<file path="src/rtl/matrix_row_load_ctrl_pkg.sv">
// Shared definitions for the matrix row loader, its register bank and data holder.
// Holds the state encoding, the default sizes and the slot-index width helper.
package matrix_row_load_ctrl_pkg;

   localparam int BANK_DEPTH_DEF = 8;
   localparam int DATA_WIDTH_DEF = 8;
   localparam int ROWS_DEF       = 8;

   typedef enum logic [1:0] {
      ST_IDLE = 2'd0,
      ST_LOAD = 2'd1,
      ST_HOLD = 2'd2
   } state_t;

   function automatic int slot_width(input int depth);
      return (depth > 1) ? $clog2(depth) : 1;
   endfunction

endpackage

</file>
<file path="src/rtl/matrix_row_load_ctrl_slot_onehot_decoder.sv">
// Turns the current slot index into a one-hot bank select.
// The select is qualified by the write strobe, so it reads all zeros when no byte is written.
module matrix_row_load_ctrl_slot_onehot_decoder
   import matrix_row_load_ctrl_pkg::*;
#(
   parameter int BANK_DEPTH = BANK_DEPTH_DEF,
   parameter int SLOT_W     = slot_width(BANK_DEPTH)
) (
   input  logic [SLOT_W-1:0]     slot,
   input  logic                  wr_en,
   output logic [BANK_DEPTH-1:0] onehot
);

   always_comb begin
      onehot = '0;
      for (int i = 0; i < BANK_DEPTH; i++) begin
         onehot[i] = wr_en && (slot == SLOT_W'(i));
      end
   end

endmodule

</file>
<file path="src/rtl/matrix_row_load_ctrl.sv">
// Loads matrix rows byte by byte into the systolic-array register bank and hands
// each complete row to the array; counts rows and pulses matrix_done after the last.
//
// state | meaning
// IDLE  | waiting for start; no bank writes, no row presented
// LOAD  | accepting bytes into bank slots 0..BANK_DEPTH-1
// HOLD  | complete row presented on row_valid, waiting for row_ready
module matrix_row_load_ctrl
   import matrix_row_load_ctrl_pkg::*;
#(
   parameter int BANK_DEPTH = BANK_DEPTH_DEF,
   parameter int DATA_WIDTH = DATA_WIDTH_DEF,
   parameter int ROWS       = ROWS_DEF
) (
   input  logic                  clk,
   input  logic                  reset,
   input  logic                  start,
   input  logic                  abort,
   input  logic                  in_valid,
   input  logic [DATA_WIDTH-1:0] in_data,
   output logic                  in_ready,
   output logic                  bank_enable,
   output logic [BANK_DEPTH-1:0] bank_select,
   output logic [DATA_WIDTH-1:0] bank_data,
   output logic                  row_valid,
   input  logic                  row_ready,
   output logic [7:0]            row_index,
   output logic                  busy,
   output logic                  matrix_done
);

   localparam int                SLOT_W    = slot_width(BANK_DEPTH);
   localparam logic [SLOT_W-1:0] SLOT_LAST = SLOT_W'(BANK_DEPTH - 1);
   localparam logic [7:0]        ROW_LAST  = 8'(ROWS - 1);

   state_t            state_q, state_d;
   logic [SLOT_W-1:0] slot_q, slot_d;
   logic [7:0]        row_cnt_q, row_cnt_d;
   logic              done_q, done_d;
   logic              accept;

   always_ff @(posedge clk or negedge reset) begin
      if (!reset) begin
         state_q   <= ST_IDLE;
         slot_q    <= '0;
         row_cnt_q <= '0;
         done_q    <= 1'b0;
      end else begin
         state_q   <= state_d;
         slot_q    <= slot_d;
         row_cnt_q <= row_cnt_d;
         done_q    <= done_d;
      end
   end

   // abort masks in_ready, which in turn blocks the bank write in the same cycle
   assign in_ready    = (state_q == ST_LOAD) && !abort;
   assign accept      = in_valid && in_ready;
   assign bank_enable = accept;
   assign bank_data   = accept ? in_data : '0;
   assign row_valid   = (state_q == ST_HOLD);
   assign busy        = (state_q != ST_IDLE);
   assign row_index   = (state_q == ST_IDLE) ? 8'd0 : row_cnt_q;
   assign matrix_done = done_q;

   matrix_row_load_ctrl_slot_onehot_decoder #(
      .BANK_DEPTH (BANK_DEPTH),
      .SLOT_W     (SLOT_W)
   ) u_slot_dec (
      .slot   (slot_q),
      .wr_en  (accept),
      .onehot (bank_select)
   );

   always_comb begin
      state_d   = state_q;
      slot_d    = slot_q;
      row_cnt_d = row_cnt_q;
      done_d    = 1'b0;
      if (abort) begin
         state_d   = ST_IDLE;
         slot_d    = '0;
         row_cnt_d = '0;
      end else begin
         case (state_q)
            ST_IDLE: begin
               if (start) begin
                  state_d   = ST_LOAD;
                  slot_d    = '0;
                  row_cnt_d = '0;
               end
            end
            ST_LOAD: begin
               if (accept) begin
                  if (slot_q == SLOT_LAST) begin
                     state_d = ST_HOLD;
                     slot_d  = '0;
                  end else begin
                     slot_d = slot_q + SLOT_W'(1);
                  end
               end
            end
            ST_HOLD: begin
               if (row_ready) begin
                  if (row_cnt_q == ROW_LAST) begin
                     state_d   = ST_IDLE;
                     row_cnt_d = '0;
                     done_d    = 1'b1;
                  end else begin
                     state_d   = ST_LOAD;
                     row_cnt_d = row_cnt_q + 8'd1;
                  end
               end
            end
            default: begin
               state_d   = ST_IDLE;
               slot_d    = '0;
               row_cnt_d = '0;
            end
         endcase
      end
   end

endmodule
</file>
<file path="config.mk">
export PLATFORM = sky130hd
export DESIGN_NAME = matrix_row_load_ctrl
export DESIGN_NICKNAME = d
export VERILOG_FILES = /design/src/rtl/matrix_row_load_ctrl_pkg.sv /design/src/rtl/matrix_row_load_ctrl_slot_onehot_decoder.sv /design/src/rtl/matrix_row_load_ctrl.sv
export SDC_FILE = /design/constraint.sdc
export NUM_CORES = 1
export LEC_CHECK = 0
export ABC_AREA = 1
export CORE_MARGIN = 5
export CORE_UTILIZATION = 43
export CTS_BUF_LIST = sky130_fd_sc_hd__clkbuf_8 sky130_fd_sc_hd__clkbuf_16
export DETAILED_ROUTE_END_ITERATION = 8
export PLACE_DENSITY = 0.8
export SETUP_SLACK_MARGIN = 0.4
export SLEW_MARGIN = 20
export SYNTH_ARGS = -nofsm -noshare
export SYNTH_HDL_FRONTEND = slang
export SYNTH_HIERARCHICAL = 1
export SYNTH_SLANG_ARGS = --single-unit
</file>
<file path="constraint.sdc">
create_clock -name clk -period 2.6 [get_ports clk]
set_input_delay 0.26 -clock clk [delete_from_list [all_inputs] [get_ports clk]]
set_output_delay 0.26 -clock clk [all_outputs]
set_load 0.005 [all_outputs]
</file>
# Yosys cells after proc, flatten, opt, wreduce, memory -nomap -nowiden
# Cells that the tools add are included.
[totals]
register_bits = 14
latchBits = 0
ramBits = 0
romBits = 0
out_inout_bits = 29
word_cells = 62
n_memories = 0
[classes]
addsub = 2
n_mul = 0
div = 0
n_lt_le_gt_ge = 0
n_eq_ne = 16
shifts = 0
muxes = 23
bitwise = 0
n_reduce_logical = 17
[ops]
columns = ["op", "count"]
rows = [
  ["$mux W8", 6],
  ["$pmux W8 S3", 1],
  ["$eq A3 B3 Y1 const B", 4],
  ["$mux W3", 4],
  ["$logic_and A1 B1 Y1", 10],
  ["$mux W2", 5],
  ["$pmux W3 S3", 1],
  ["$add A8 B1 Y8 const B", 1],
  ["$eq A8 B3 Y1 const B", 1],
  ["$eq A3 B2 Y1 const B", 2],
  ["$ne A3 B2 Y1 const B", 2],
  ["$ne A3 B3 Y1 const B", 2],
  ["$pmux W2 S3", 1],
  ["$reduce_and A3 Y1", 2],
  ["$mux W1", 5],
  ["$ne A2 B2 Y1 const B", 2],
  ["$reduce_and A4 Y1", 1],
  ["$add A3 B1 Y3 const B", 1],
  ["$eq A3 B1 Y1 const B", 1],
  ["$logic_not A3 Y1", 1],
  ["$eq A2 B1 Y1 const B", 1],
  ["$eq A2 B2 Y1 const B", 1],
  ["$logic_not A2 Y1", 1],
  ["$reduce_bool A2 Y1", 1],
  ["$logic_not A1 Y1", 1],
]

# Longest topological paths before layout
[logic_depth]
word_depth = 6
ltp_mapped = 8

# Cells and area by module
# Netlist, hierarchy kept.
[by_module_without_submodules]
columns = ["module", "instances", "cells_each", "area_each_um2"]
rows = [
  ["matrix_row_load_ctrl", 1, 143, 985.9],
  ["matrix_row_load_ctrl_slot_onehot_decoder", 1, 17, 63.8],
]

# Worst setup path after synthesis
# No wires, ideal clock.
[synth_path]
path_type = "reg2out"
startpoint = "reg state_q[1]"
endpoint = "out bank_select[4]"
arrival_time_ps = 1252
required_time_ps = 2340
setup_slack_ps = 1088
stages_incl_launch_ff = 8
n_path_buf = 0
cell_sequence = "dfrtp_1 inv_2 nand2_1 nor2_2 nand2_1 inv_1 nand2_1 nor2_1"
[synth_via]
elab_chain_cells = 4
[synth_lines]
columns = ["element", "line_no", "rtl"]
rows = [
  ["from (decl)", "matrix_row_load_ctrl.sv:36", "state_t state_q, state_d;"],
  ["from (signal assigned)", "matrix_row_load_ctrl.sv:49", "state_q <= state_d;"],
  ["$eq A2 B1 Y1", "matrix_row_load_ctrl.sv:57", "assign in_ready = (state_q == ST_LOAD) && !abort;"],
  ["$logic_and A1 B1 Y1", "matrix_row_load_ctrl.sv:57", ""],
  ["via in_ready", "matrix_row_load_ctrl.sv:21", "output logic in_ready,"],
  ["$logic_and A1 B1 Y1", "matrix_row_load_ctrl.sv:58", "assign accept = in_valid && in_ready;"],
  ["via bank_enable", "matrix_row_load_ctrl.sv:22", "output logic bank_enable,"],
  ["$logic_and A1 B1 Y1", "matrix_row_load_ctrl_slot_onehot_decoder.sv:17", "onehot[i] = wr_en && (slot == SLOT_W'(i));"],
  ["to (decl)", "matrix_row_load_ctrl.sv:23", "output logic [BANK_DEPTH-1:0] bank_select,"],
]
# The timed path passes the listed nets, and every way through them passes these cells.

# Worst setup path after layout
[layout_path]
startpoint = "reg state_q[1]"
endpoint = "out bank_select[2]"
[layout_via]
elab_chain_cells = 4
[layout_lines]
columns = ["element", "line_no"]
rows = [
  ["$eq A2 B1 Y1", "matrix_row_load_ctrl.sv:57"],
  ["$logic_and A1 B1 Y1", "matrix_row_load_ctrl.sv:57"],
  ["$logic_and A1 B1 Y1", "matrix_row_load_ctrl.sv:58"],
  ["$logic_and A1 B1 Y1", "matrix_row_load_ctrl_slot_onehot_decoder.sv:17"],
]
# Every way passes these cells.

==> out/metrics.yaml <==
htree_levels: 1
grt_use_total_pct: 16.99
post-place-ws_ns: 0.2735
path_max_fanout: 4
r2r-end: "row_cnt_q[5]$_DFFE_PN0P_"
cts.path.max_buffers: 2
gp_congestion: 0.8258
power_uw: 972.9
boundaryPins: 43
vdd_drop_max_uv: 471.4
nFillCells: 207
dieArea_mm2: 0.003530
die_h_um: 59.41
synth_top_area_share_pct: 33.37
r2r_start: "state_q[1]$_DFFE_PN0P_"
grt_pass1_vias: 1124
root_buffer: "clkbuf_8"
drc_errors: 0
final_common_cell: "clkdlybuf4s50_1"
leakagePower_nw: 0.8068
port_buffers: 42
status: "completed"
row_count: 18
grt_overflow: 0
drive_gt1_share_pct: 11.59
power.density_mw_per_mm2: 605.1
rsz0062_at_grt: "no"
end_kind: "primary output"
diodes: 0
hold_buffers: 0
layout-area-overhead-vs-synth_pct: 53.16
yosysTopAreaCell: "dfrtp_1"
antenna_found_initial: 0
cts_tree: "done"
drtIter0Drc: 44
crit_required_ns: 2.34
worstSetupPathType: "register to primary output"
final_cell_mix: "38 x clkdlybuf4s50_1, 34 x nor2_1, 32 x inv_1"
start_kind: "register"
start_util_pct: 43.56
r2r_cells: 8
layout.nets: 225
hold_class: "primary input to asynchronous set/reset pin"
fmax_mhz: 462.4
ys_seq_area_share_pct: 33.37
ys_types: 24
routedWlPerCell_um: 11.92
wirelength_mm: 2.826
vias: 1160
die_x_um: 59.41
whs_ns: 0.3921
cap_violations: 0
path_clk_slew_ns: 0.06
grt_max_degree: 15
core-area_mm2: 0.002410
cts_sinks: 14
setup_viol: 0
drt_pass1_iterations: 4
via_per_inst: 4.895
grt_pass1_wl_mm: 4.574
syn_nets: 177
max-slew-margin-rel_pct: 58.44
ant_nets: 0
worst_pin_slew_ns: 0.6215
drv_slew: 0
detailed_place_hpwl_mm: 2.142
finalCritPeriodShare_pct: 83.17
tns_ns: 0
hold_viol: 0
ys_warn_count: 6
fin_crit_ns: 2.163
setup_ws_ns: 0.4375
synth-seq-cells: 14
reg2reg_slack_ns: 1.10
cp.arrival_ns: 1.90
postSynthCellCount: 160
skew_ns: 0.001495
numCtsBuffers: 3
insertion_delay_ns: 0.26
synth_area_mm2: 0.001050
synthTopCellsByArea: "dfrtp_1 33%, nor2_1 13%, inv_1 12%"
avgSynthCellArea_um2: 6.561
[cells by family (layout without fill, tap and decap cells)]
logic type,Yosys count,after routing,synth area share (%)
simple gates,90,90,40.53
buf+inv,36,83,13.59
compound gates,17,17,8.940
flops,14,14,33.37
fa+ha+maj,3,3,3.576
[routing by layer]
| metal | vias to the layer above | wire [um] | GRT usage [%] |
|---|---|---|---|
| met4 | 0 | 70 | 10.36 |
| li1 | 581 | - | - |
| met2 | 43 | 1343 | 29.33 |
| met5 | - | 0 | 0 |
| met3 | 5 | 238 | 3.268 |
| met1 | 531 | 1174 | 19.01 |
[flip-flops by register name, summed over array words and instances (netlist names)]
name	flops
matrix_done	1
state_q	2
row_cnt_q	8
slot_q	3
[timing repair]
item | CTS | global route
setup endpoints to repair | 8 | 8
pin swaps | 1 | 2
endpoints found under the hold margin | 0 | 0
setup buffers | 1 | 1
gates resized for setup | 5 | 8
[through the flow]
stage / std cells / cell area (um^2) / utilization [%]
2_1_floorplan: 160 / 1050 / -
3_3_place_gp: 231 / 1496 / 62.10
3_5_place_dp: 231 / 1496 / 62.10
4_1_cts: 236 / 1568 / 65.06
5_1_grt: 237 / 1608 / 66.72
6_report: 237 / 1608 / 66.72
[layout make-up]
class / count / area (um^2) / share of cell area, %
Sequential cell: 14 / 352.8 / 21.95
Clock buffer: 4 / 55.05 / 3.424
Multi-Input combinational cell: 110 / 574.3 / 35.72
Tap cell: 30 / 37.54 / 2.335
Inverter: 35 / 133.9 / 8.327
Timing Repair Buffer: 44 / 454.2 / 28.25
[power by group]
group	switching, mW	internal [mW]	total, mW
registers	0.0362	0.247	0.283
logic	0.274	0.195	0.470
clock network	0.0851	0.135	0.220
[critical path: stages (launching register included)]
cell             delay, ns
dfrtp_2               0.41
inv_2                 0.06
nand2_1               0.08
nor2_4                0.17
nand2_4               0.09
inv_4                 0.07
nand2_1               0.09
nor2_1                0.14
clkdlybuf4s50_1       0.54
[synth_stat cells]
cell type,count
or2_0,1
o21ai_1,4
nor4_1,1
buf_6,1
nand3_2,2
inv_1,33
nand2_4,2
nor3_1,2
nor2_2,2
nor2_8,1
nand3_1,11
o211ai_1,1
nor2_4,1
a21boi_0,1
nand2_1,28
dfrtp_1,14
nor2_1,35
o21ai_0,6
nand4_1,3
ha_1,3
inv_2,2
a21oi_2,1
nand2_2,1
a21oi_1,4
[how the worst max path moves through the flow]
stage | from | endpoint | slack (ns) | cells after the start
after floorplan | state_q[1]$_DFFE_PN0P_ | bank_select[4] | 1.09 | 7
after global placement | abort | bank_select[7] | 0.36 | 7
after detailed placement | abort | bank_select[7] | 0.27 | 7
after CTS | state_q[1]$_DFFE_PN0P_ | bank_select[7] | 0.41 | 8
after global routing | state_q[1]$_DFFE_PN0P_ | bank_select[2] | 0.33 | 8
final | state_q[1]$_DFFE_PN0P_ | bank_select[2] | 0.44 | 8
Power figures use the tool's default switching activity.
